## src/rtl/mem_access_unit_if.sv

```systemverilog
// Command, register-file and external byte-bus signals of the memory access unit.
// The unit itself connects through the master modport; the command source/bus/register side uses slave.
interface mem_access_unit_if;
    logic        cmd_valid;
    logic        cmd_ready;
    logic        cmd_store;
    logic        cmd_byte;
    logic [3:0]  cmd_reg;
    logic [15:0] cmd_addr;
    logic [3:0]  reg_index;
    logic [15:0] reg_load;
    logic        reg_load_en;
    logic [15:0] reg_store;
    logic        bus_req;
    logic        bus_we;
    logic [15:0] bus_addr;
    logic [7:0]  bus_wdata;
    logic [7:0]  bus_rdata;
    logic        bus_ack;
    logic        done;
    logic        err;

    modport master (
        input  cmd_valid, cmd_store, cmd_byte, cmd_reg, cmd_addr, reg_store, bus_rdata, bus_ack,
        output cmd_ready, reg_index, reg_load, reg_load_en, bus_req, bus_we, bus_addr, bus_wdata,
               done, err
    );

    modport slave (
        output cmd_valid, cmd_store, cmd_byte, cmd_reg, cmd_addr, reg_store, bus_rdata, bus_ack,
        input  cmd_ready, reg_index, reg_load, reg_load_en, bus_req, bus_we, bus_addr, bus_wdata,
               done, err
    );
endinterface

```

## src/rtl/mem_access_unit.sv

```systemverilog
// Memory-side master of the register file: moves one byte or one little-endian 16-bit word
// between a register and the 8-bit external bus, one command at a time. All outputs are registered.
module mem_access_unit #(
    parameter int TIMEOUT = 64
) (
    input  logic              clk,
    input  logic              rst,
    mem_access_unit_if.master ifc
);

    typedef enum logic [2:0] {
        S_IDLE = 3'd0,
        S_SNAP = 3'd1,
        S_LO   = 3'd2,
        S_HI   = 3'd3,
        S_RESP = 3'd4
    } state_t;

    localparam logic [15:0] TMO_LAST = 16'(TIMEOUT - 1);

    state_t      state_q, state_d;
    logic        store_q, store_d;
    logic        byte_q, byte_d;
    logic [15:0] addr_q, addr_d;
    logic [15:0] data_q, data_d;
    logic [15:0] timer_q, timer_d;
    logic        abort_q, abort_d;
    logic        cmd_ready_q, cmd_ready_d;
    logic [3:0]  reg_index_q, reg_index_d;
    logic [15:0] reg_load_q, reg_load_d;
    logic        reg_load_en_q, reg_load_en_d;
    logic        bus_req_q, bus_req_d;
    logic        bus_we_q, bus_we_d;
    logic [15:0] bus_addr_q, bus_addr_d;
    logic [7:0]  bus_wdata_q, bus_wdata_d;
    logic        done_q, done_d;
    logic        err_q, err_d;
    logic        ack_s;
    logic        timeout_s;

    // Next-state, datapath and next-output logic; outputs are derived from the upcoming state
    // so that every port comes straight from a flop.
    always_comb begin
        state_d     = state_q;
        store_d     = store_q;
        byte_d      = byte_q;
        addr_d      = addr_q;
        data_d      = data_q;
        abort_d     = abort_q;
        reg_index_d = reg_index_q;
        reg_load_d  = reg_load_q;
        ack_s       = bus_req_q && ifc.bus_ack;
        timeout_s   = (TIMEOUT != 32'sd0) && (timer_q == TMO_LAST);

        case (state_q)
            S_IDLE: begin
                if (ifc.cmd_valid) begin
                    store_d     = ifc.cmd_store;
                    byte_d      = ifc.cmd_byte;
                    addr_d      = ifc.cmd_addr;
                    reg_index_d = ifc.cmd_reg;
                    data_d      = 16'h0000;
                    abort_d     = 1'b0;
                    state_d     = ifc.cmd_store ? S_SNAP : S_LO;
                end else begin
                    state_d = S_IDLE;
                end
            end
            S_SNAP: begin
                data_d  = ifc.reg_store;
                state_d = S_LO;
            end
            S_LO: begin
                if (ack_s) begin
                    if (!store_q) begin
                        data_d[7:0] = ifc.bus_rdata;
                    end else begin
                        data_d = data_q;
                    end
                    state_d = byte_q ? S_RESP : S_HI;
                end else if (timeout_s) begin
                    abort_d = 1'b1;
                    state_d = S_RESP;
                end else begin
                    state_d = S_LO;
                end
            end
            S_HI: begin
                if (ack_s) begin
                    if (!store_q) begin
                        data_d[15:8] = ifc.bus_rdata;
                    end else begin
                        data_d = data_q;
                    end
                    state_d = S_RESP;
                end else if (timeout_s) begin
                    abort_d = 1'b1;
                    state_d = S_RESP;
                end else begin
                    state_d = S_HI;
                end
            end
            S_RESP: begin
                state_d = S_IDLE;
            end
            default: begin
                state_d = S_IDLE;
            end
        endcase

        // The wait timer restarts per byte: on entering LO/HI and on every completed byte.
        if ((state_d != state_q) || ack_s) begin
            timer_d = 16'h0000;
        end else if (bus_req_q) begin
            timer_d = timer_q + 16'd1;
        end else begin
            timer_d = timer_q;
        end

        cmd_ready_d = (state_d == S_IDLE);
        bus_req_d   = (state_d == S_LO) || (state_d == S_HI);
        if (state_d == S_LO) begin
            bus_we_d    = store_d;
            bus_addr_d  = addr_d;
            bus_wdata_d = data_d[7:0];
        end else if (state_d == S_HI) begin
            bus_we_d    = store_d;
            bus_addr_d  = addr_d + 16'd1;
            bus_wdata_d = data_d[15:8];
        end else begin
            bus_we_d    = 1'b0;
            bus_addr_d  = 16'h0000;
            bus_wdata_d = 8'h00;
        end

        done_d        = (state_d == S_RESP);
        err_d         = (state_d == S_RESP) && abort_d;
        reg_load_en_d = (state_d == S_RESP) && !abort_d && !store_d;
        if (reg_load_en_d) begin
            reg_load_d = byte_d ? {8'h00, data_d[7:0]} : data_d;
        end else begin
            reg_load_d = reg_load_q;
        end
    end

    // State, datapath and output registers; reset aborts any command in flight at once.
    always_ff @(posedge clk or posedge rst) begin
        if (rst) begin
            state_q       <= S_IDLE;
            store_q       <= 1'b0;
            byte_q        <= 1'b0;
            addr_q        <= 16'h0000;
            data_q        <= 16'h0000;
            timer_q       <= 16'h0000;
            abort_q       <= 1'b0;
            cmd_ready_q   <= 1'b1;
            reg_index_q   <= 4'h0;
            reg_load_q    <= 16'h0000;
            reg_load_en_q <= 1'b0;
            bus_req_q     <= 1'b0;
            bus_we_q      <= 1'b0;
            bus_addr_q    <= 16'h0000;
            bus_wdata_q   <= 8'h00;
            done_q        <= 1'b0;
            err_q         <= 1'b0;
        end else begin
            state_q       <= state_d;
            store_q       <= store_d;
            byte_q        <= byte_d;
            addr_q        <= addr_d;
            data_q        <= data_d;
            timer_q       <= timer_d;
            abort_q       <= abort_d;
            cmd_ready_q   <= cmd_ready_d;
            reg_index_q   <= reg_index_d;
            reg_load_q    <= reg_load_d;
            reg_load_en_q <= reg_load_en_d;
            bus_req_q     <= bus_req_d;
            bus_we_q      <= bus_we_d;
            bus_addr_q    <= bus_addr_d;
            bus_wdata_q   <= bus_wdata_d;
            done_q        <= done_d;
            err_q         <= err_d;
        end
    end

    assign ifc.cmd_ready   = cmd_ready_q;
    assign ifc.reg_index   = reg_index_q;
    assign ifc.reg_load    = reg_load_q;
    assign ifc.reg_load_en = reg_load_en_q;
    assign ifc.bus_req     = bus_req_q;
    assign ifc.bus_we      = bus_we_q;
    assign ifc.bus_addr    = bus_addr_q;
    assign ifc.bus_wdata   = bus_wdata_q;
    assign ifc.done        = done_q;
    assign ifc.err         = err_q;

endmodule

```

## src/flat_wrapper.sv

```systemverilog
// flat-port wrapper written by rule: the top's interface ports become plain ports
module mem_access_unit_flat 
#(
    parameter int TIMEOUT = 64
)
  (clk, rst, ifc_cmd_valid, ifc_cmd_store, ifc_cmd_byte, ifc_cmd_reg, ifc_cmd_addr, ifc_reg_store, ifc_bus_rdata, ifc_bus_ack, ifc_cmd_ready, ifc_reg_index, ifc_reg_load, ifc_reg_load_en, ifc_bus_req, ifc_bus_we, ifc_bus_addr, ifc_bus_wdata, ifc_done, ifc_err);
  mem_access_unit_if ifc_i ();
  input  logic clk;
  input  logic rst;
  input wire logic [$bits(ifc_i.cmd_valid)-1:0] ifc_cmd_valid;
  input wire logic [$bits(ifc_i.cmd_store)-1:0] ifc_cmd_store;
  input wire logic [$bits(ifc_i.cmd_byte)-1:0] ifc_cmd_byte;
  input wire logic [$bits(ifc_i.cmd_reg)-1:0] ifc_cmd_reg;
  input wire logic [$bits(ifc_i.cmd_addr)-1:0] ifc_cmd_addr;
  input wire logic [$bits(ifc_i.reg_store)-1:0] ifc_reg_store;
  input wire logic [$bits(ifc_i.bus_rdata)-1:0] ifc_bus_rdata;
  input wire logic [$bits(ifc_i.bus_ack)-1:0] ifc_bus_ack;
  output wire logic [$bits(ifc_i.cmd_ready)-1:0] ifc_cmd_ready;
  output wire logic [$bits(ifc_i.reg_index)-1:0] ifc_reg_index;
  output wire logic [$bits(ifc_i.reg_load)-1:0] ifc_reg_load;
  output wire logic [$bits(ifc_i.reg_load_en)-1:0] ifc_reg_load_en;
  output wire logic [$bits(ifc_i.bus_req)-1:0] ifc_bus_req;
  output wire logic [$bits(ifc_i.bus_we)-1:0] ifc_bus_we;
  output wire logic [$bits(ifc_i.bus_addr)-1:0] ifc_bus_addr;
  output wire logic [$bits(ifc_i.bus_wdata)-1:0] ifc_bus_wdata;
  output wire logic [$bits(ifc_i.done)-1:0] ifc_done;
  output wire logic [$bits(ifc_i.err)-1:0] ifc_err;
  assign ifc_i.cmd_valid = ifc_cmd_valid;
  assign ifc_i.cmd_store = ifc_cmd_store;
  assign ifc_i.cmd_byte = ifc_cmd_byte;
  assign ifc_i.cmd_reg = ifc_cmd_reg;
  assign ifc_i.cmd_addr = ifc_cmd_addr;
  assign ifc_i.reg_store = ifc_reg_store;
  assign ifc_i.bus_rdata = ifc_bus_rdata;
  assign ifc_i.bus_ack = ifc_bus_ack;
  assign ifc_cmd_ready = ifc_i.cmd_ready;
  assign ifc_reg_index = ifc_i.reg_index;
  assign ifc_reg_load = ifc_i.reg_load;
  assign ifc_reg_load_en = ifc_i.reg_load_en;
  assign ifc_bus_req = ifc_i.bus_req;
  assign ifc_bus_we = ifc_i.bus_we;
  assign ifc_bus_addr = ifc_i.bus_addr;
  assign ifc_bus_wdata = ifc_i.bus_wdata;
  assign ifc_done = ifc_i.done;
  assign ifc_err = ifc_i.err;
  mem_access_unit #(.TIMEOUT(TIMEOUT)) u_core (.clk(clk), .rst(rst), .ifc(ifc_i));
endmodule
```

## config.mk

```make
export PLATFORM = sky130hd
export DESIGN_NAME = mem_access_unit_flat
export DESIGN_NICKNAME = d
export VERILOG_FILES = /design/src/rtl/mem_access_unit_if.sv /design/src/rtl/mem_access_unit.sv /design/src/flat_wrapper.sv
export SDC_FILE = /design/constraint.sdc
export NUM_CORES = 1
export LEC_CHECK = 0
export CAP_MARGIN = 10
export CELL_PAD_IN_SITES_DETAIL_PLACEMENT = 2
export CELL_PAD_IN_SITES_GLOBAL_PLACEMENT = 2
export CORE_UTILIZATION = 36
export CTS_BUF_LIST = sky130_fd_sc_hd__clkbuf_4
export CTS_CLUSTER_DIAMETER = 100
export DETAILED_ROUTE_END_ITERATION = 10
export GPL_TIMING_DRIVEN = 0
export PLACE_DENSITY = 0.95
export SETUP_SLACK_MARGIN = 0.4
export SLEW_MARGIN = 15
export SYNTH_ARGS = -nofsm -noshare
export SYNTH_HDL_FRONTEND = slang
export SYNTH_SLANG_ARGS = --single-unit
export TNS_END_PERCENT = 50
```

## constraint.sdc

```tcl
create_clock -name clk -period 6.6 [get_ports clk]
set_input_delay 0.99 -clock clk [delete_from_list [all_inputs] [get_ports clk]]
set_output_delay 0.99 -clock clk [all_outputs]
set_load 0.1 [all_outputs]
```

# [Yosys cells after proc, flatten, opt, wreduce, memory -nomap -nowiden]
# Index checks and enable logic that the tools add are counted.
[classes] n_addsub=2 eq_ne=8 mux=33 reduce_logical=13
[ops] cell="$mux W16" n=9
[ops] cell="$pmux W16 S4" n=1
[ops] cell="$mux W8" n=5
[ops] cell="$add A16 B1 Y16 const B" n=2
[ops] cell="$mux W3" n=6
[ops] cell="$eq A16 B6 Y1 const B" n=1
[ops] cell="$eq A3 B2 Y1 const B" n=4
[ops] cell="$pmux W3 S4" n=1
[ops] cell="$mux W1" n=9
[ops] cell="$logic_not A3 Y1" n=2
[ops] cell="$logic_and A1 B1 Y1" n=4
[ops] cell="$eq A3 B1 Y1 const B" n=1
[ops] cell="$eq A3 B3 Y1 const B" n=1
[ops] cell="$ne A3 B3 Y1" n=1
[ops] cell="$logic_not A1 Y1" n=2
[ops] cell="$logic_or A1 B1 Y1" n=2
[ops] cell="$mux W2" n=1
[ops] cell="$pmux W1 S2" n=1
[ops] cell="$reduce_and A2 Y1" n=1
[ops] cell="$reduce_bool A2 Y1" n=1
[ops] cell="$reduce_or A2 Y1" n=1
[word_totals] regBits=104 in_bits=50 out_inout_bits=50 word_cells=73

# [Longest topological paths before layout]
[logic_depth] word_depth=7 ltp_mapped=11 depth_no_buf=7

# [Worst setup path after synthesis]
# No wires, ideal clock.
[synth_timing] kind="in2reg" startpoint="input ifc_cmd_valid" endpoint="register u_core.bus_addr_q[4] (netlist: u_core.ifc.bus_addr[4])" setup_time_ns=0.077 t_arrival_ns=3.133 required_ns=6.523 slack_ns=3.390 stages=9 path_buffers=2 path_cell_list="nor4b_4 -> clkbuf_1 -> clkbuf_1 -> nand2_1 -> nand2_1 -> ha_1 -> o211ai_2 -> or4_1 -> a21oi_1"
[synth_via] elab_chain_len=5 word_cells_on_any_way=9 cone_classes="add/sub (1); eq/ne (2); mux (6)"
[synth_lines] item="start: declaration" line="flat_wrapper.sv:10" source="input wire logic [$bits(ifc_i.cmd_valid)-1:0] ifc_cmd_valid;"
[synth_lines] item="$mux W16" line="mem_access_unit.sv:57" source="if (ifc.cmd_valid) begin"
[synth_lines] item="$mux W16" line="mem_access_unit.sv:55" source="case (state_q)"
[synth_lines] item="named net u_core.addr_d[0]" line="mem_access_unit.sv:24" source="logic [15:0] addr_q, addr_d;"
[synth_lines] item="$add A16 B1 Y16" line="mem_access_unit.sv:128" source="bus_addr_d = addr_d + 16'd1;"
[synth_lines] item="$mux W16" line="mem_access_unit.sv:126" source="end else if (state_d == S_HI) begin"
[synth_lines] item="$mux W16" line="mem_access_unit.sv:122" source="if (state_d == S_LO) begin"
[synth_lines] item="named net u_core.bus_addr_d[4]" line="mem_access_unit.sv:34" source="logic [15:0] bus_addr_q, bus_addr_d;"
[synth_lines] item="end signal: assignment" line="mem_access_unit.sv:180" source="bus_addr_q <= bus_addr_d;"
[synth_lines] item="end: declaration" line="mem_access_unit.sv:34"
# The timed path passes the listed nets, and every way through them passes these cells.
# A chain may end at the register's enable or synchronous reset.

# [Final worst setup path]
# Ends and elaborated chain as after synthesis.

==> run metrics <==
status finished clean; Slew @ Worst Pin 1020 ps; FF-to-FF End u_core.ifc.bus_addr[4]; TNS Setup 0 ps; CTS H-tree lvls 3; critical path endpoint u_core.ifc.bus_addr[4]; worst-path fanout max 10; DR pass1 iterations 6; Hold Path Class register to register; Final HPWL DP 12400 µm; pre-CTS setup slack approximately 1600 ps; RSZ-0062 raised after global routing no; number of synthesized flops with an enable pin 0; Worst Clk Skew 23.4 ps; FP Rows 41; critical path depth 10; Cell Pwr Density around 560 mW/mm²; crit path from ifc_cmd_valid; Final setup viols 0; GRT Total Usage 0.262; fin crit share 0.670; ratio of cells with drive above 1 in the final layout 0.0795; minimum clock period around 4400 ps; post-synthesis mux area share 0.0286; Antenna Nets Post-Route 0; CTS tree done; Yosys warning total 0; P_leak 2.69 nW; adder-cell share of the synthesized area 0.00534; Crit path buffers/inverters 3; Clk pwr share 0.095; CTS Hold Bufs 0; nature of the critical path endpoint register; CP arrival just under 5000 ps; post-cts resize count 0; synth unique cells 57; Setup Crit Path Kind primary input to register; Syn Inst Count about 450; Synth Register Bits 104; mapped cell area around 0.0047 mm²; commonest non-fill, non-tap cells in the layout dfrtp_1, clkdlybuf4s50_1, nand2_1; Post-CTS Setup Inserts 0; Clock Latency Late Sink around 490 ps; slowest stage delay, CP 700 ps; CTS Buf Count 9; Mapped Avg Cell Area about 10 µm²; vias in the first global route about 4600; Ports 100; gp weighted congestion approximately 0.87; Via density between 5 and 6; CTS Buffer Depth 2; fin. max-slew vios 0; die height between 100 and 150 µm; Iter 0 DRT Violations 227; GRT overflow 0; highest clock rate approximately 230 MHz; Hold Vio Cnt, Final 0; total nets after synthesis between 500 and 600; Residual DRC 0; cell family with most CP delay buffers and inverters; clock sinks about 100; Compound-Gate Fraction of Synth Area 0.113; worst vdd ir between 0.0002 and 0.0003 V; multi-input combinational cell area around 0.0018 mm²; Core Region approximately 0.013 mm²; fill cell count about 1300; ys async rst share 1.00; Worst R2R Setup Slack 2610 ps; synth-to-layout area growth 29.0%; IO buf count 99; vias a little over 4000; worst hold slack between 500 and 600 ps; fraction of the mapped netlist area in simple logic gates 0.216; Register-to-Register Path Depth 10; Synth Area in XOR/XNOR 0.0299; CP cell instances clkdlybuf4s50_1, nor4b_4, clkbuf_1, clkbuf_1, nand2_1, nand2_1, ha_1, o211ai_2, or4_1, a21oi_1; final worst slack ~2200 ps; Reg power frac 0.290; most common cell after layout, fill and taps aside dfrtp_1; clk slew on worst S/H paths roughly 160 ps; Startpoint Class primary input; root buffer cell clkbuf_4; internal power between 0.001 and 0.0015 W; wire length of the first global-routing pass 26200 µm; Slowest-stage cell, CP nor4b_4; n_diodes 0; ys flop type dfrtp_1; max_cap viols 0; final WL 16400 µm; post-synthesis sequential area ratio 0.556; Register Area approximately 0.0026 mm²; total power about 0.0034 W; WL per Instance roughly 22 µm; Initial Utilization 0.370; NetSw 0.00190 W; Max-slew headroom 0.318; combinational share of power 0.615; largest family of logic cells by synthesized area simple AND/OR/NAND/NOR gates; Worst EP required about 7000 ps; Net Sw Frac 0.561; antenna violations before repair 0; maximum number of pins on one net before global-route repair 55; die area 0.0135 mm²; final net count ~600; Die Width around 120 µm; Critical R2R Launch u_core.state_q[1]
worst min path at each step:
stage | start | to | slack (ps) | depth (start not counted)
global route | u_core.ifc.reg_index[2] | u_core.ifc.reg_index[2] | 530 | 2
global placement | u_core.ifc.reg_index[2] | u_core.ifc.reg_index[2] | 460 | 2
CTS | u_core.ifc.reg_index[2] | u_core.ifc.reg_index[2] | 510 | 2
floorplan | u_core.addr_q[15] | u_core.addr_q[15] | 450 | 2
detailed placement | u_core.ifc.reg_index[2] | u_core.ifc.reg_index[2] | 470 | 2
finish | u_core.ifc.reg_index[2] | u_core.ifc.reg_index[2] | 510 | 2
cells by family (layout without fill, tap and decap cells):
kind of cell,after synthesis,in the layout
xor gates and xnor gates,16,16
buffers and inverters,52,167
and+or+nand+nor,192,192
AOI/OAI and AO/OA,72,72
muxes,13,13
DFF,104,104
adders and majority gates,2,2
cell type report:
| cell class | instances | share of cell area |
|---|---|---|
| well taps | 172 | 0.0356 |
| multi-input cells | 295 | 0.304 |
| plain buffers | 22 | 0.0215 |
| clock inverters | 6 | 0.00849 |
| flip-flops and latches | 104 | 0.431 |
| inverters | 30 | 0.0195 |
| clock buffers | 9 | 0.0112 |
| repair buffers | 100 | 0.168 |
metal layers:
metal | track usage | vias up | share of wire
li1 | - | 1810 | -
met4 | 0.0778 | 0 | 0.019
met1 | 0.313 | 2134 | 0.41
met2 | 0.469 | 112 | 0.54
met3 | 0.0586 | 23 | 0.037
met5 | 0 | - | 0
per-stage QoR:
stage | util | std cells | cell area (µm²)
after floorplan | - | 451 | 4690
after global placement | 0.465 | 722 | 5890
after detailed placement | 0.468 | 723 | 5930
after CTS | 0.477 | 738 | 6040
after global routing | 0.477 | 738 | 6040
final | 0.477 | 738 | 6040
state kept, by name, summed over array words and instances, names as in the netlist, 3 cells and up:
register	count
u_core.addr_q	16
u_core.data_q	16
u_core.ifc.bus_addr	16
u_core.ifc.reg_load	16
u_core.timer_q	16
u_core.ifc.bus_wdata	8
u_core.ifc.reg_index	4
u_core.state_q	3
worst reg2reg max path, stage by stage (launching register included):
cell	delay, ps
dfrtp_1	410
buf_2	180
nor4b_4	760
clkbuf_1	560
clkbuf_1	450
nand2_1	120
nand2_1	140
ha_1	310
o211ai_2	280
or4_1	470
a21oi_1	230
power by group through the flow:
stage	clock, W	sequential (W)	combinational, W
detailed placement	0	0.000995	0.00208
global route	0.000351	0.00100	0.00219
floorplan	0	0.00180	0.000658
finish	0.000322	0.000982	0.00209
CTS	0.000332	0.000984	0.00209
global placement	0	0.000971	0.00197
cells in the mapped netlist (all sizes together) (2+ instances only):
library cell  number  area, µm²
o21a               2       15.0
dfrtp            103       2580
o22ai              9       56.3
and2              14       87.6
or4                3       30.0
mux2i             10        100
o31a               2       17.5
o21ai             22        114
a21o               2       15.0
buf               11       88.8
a211oi             2       15.0
inv               30        113
nor3b              2       20.0
nand4             11       75.1
nor4               9       83.8
nand3b             5       37.5
a31oi              2       12.5
nand2             77        305
clkbuf            11       41.3
and3               4       27.5
ha                 2       25.0
o211ai             2       20.0
or4b               2       20.0
a222oi            16        160
mux2               3       33.8
nor2b              2       12.5
o31ai              3       22.5
a41oi              3       26.3
nor2              28        105
or2                3       18.8
a21oi              3       15.0
nand3             12       60.1
xnor2              7       61.3
xor2               9       78.8
nor3              16       80.1
(Power assumes the default switching activity.)
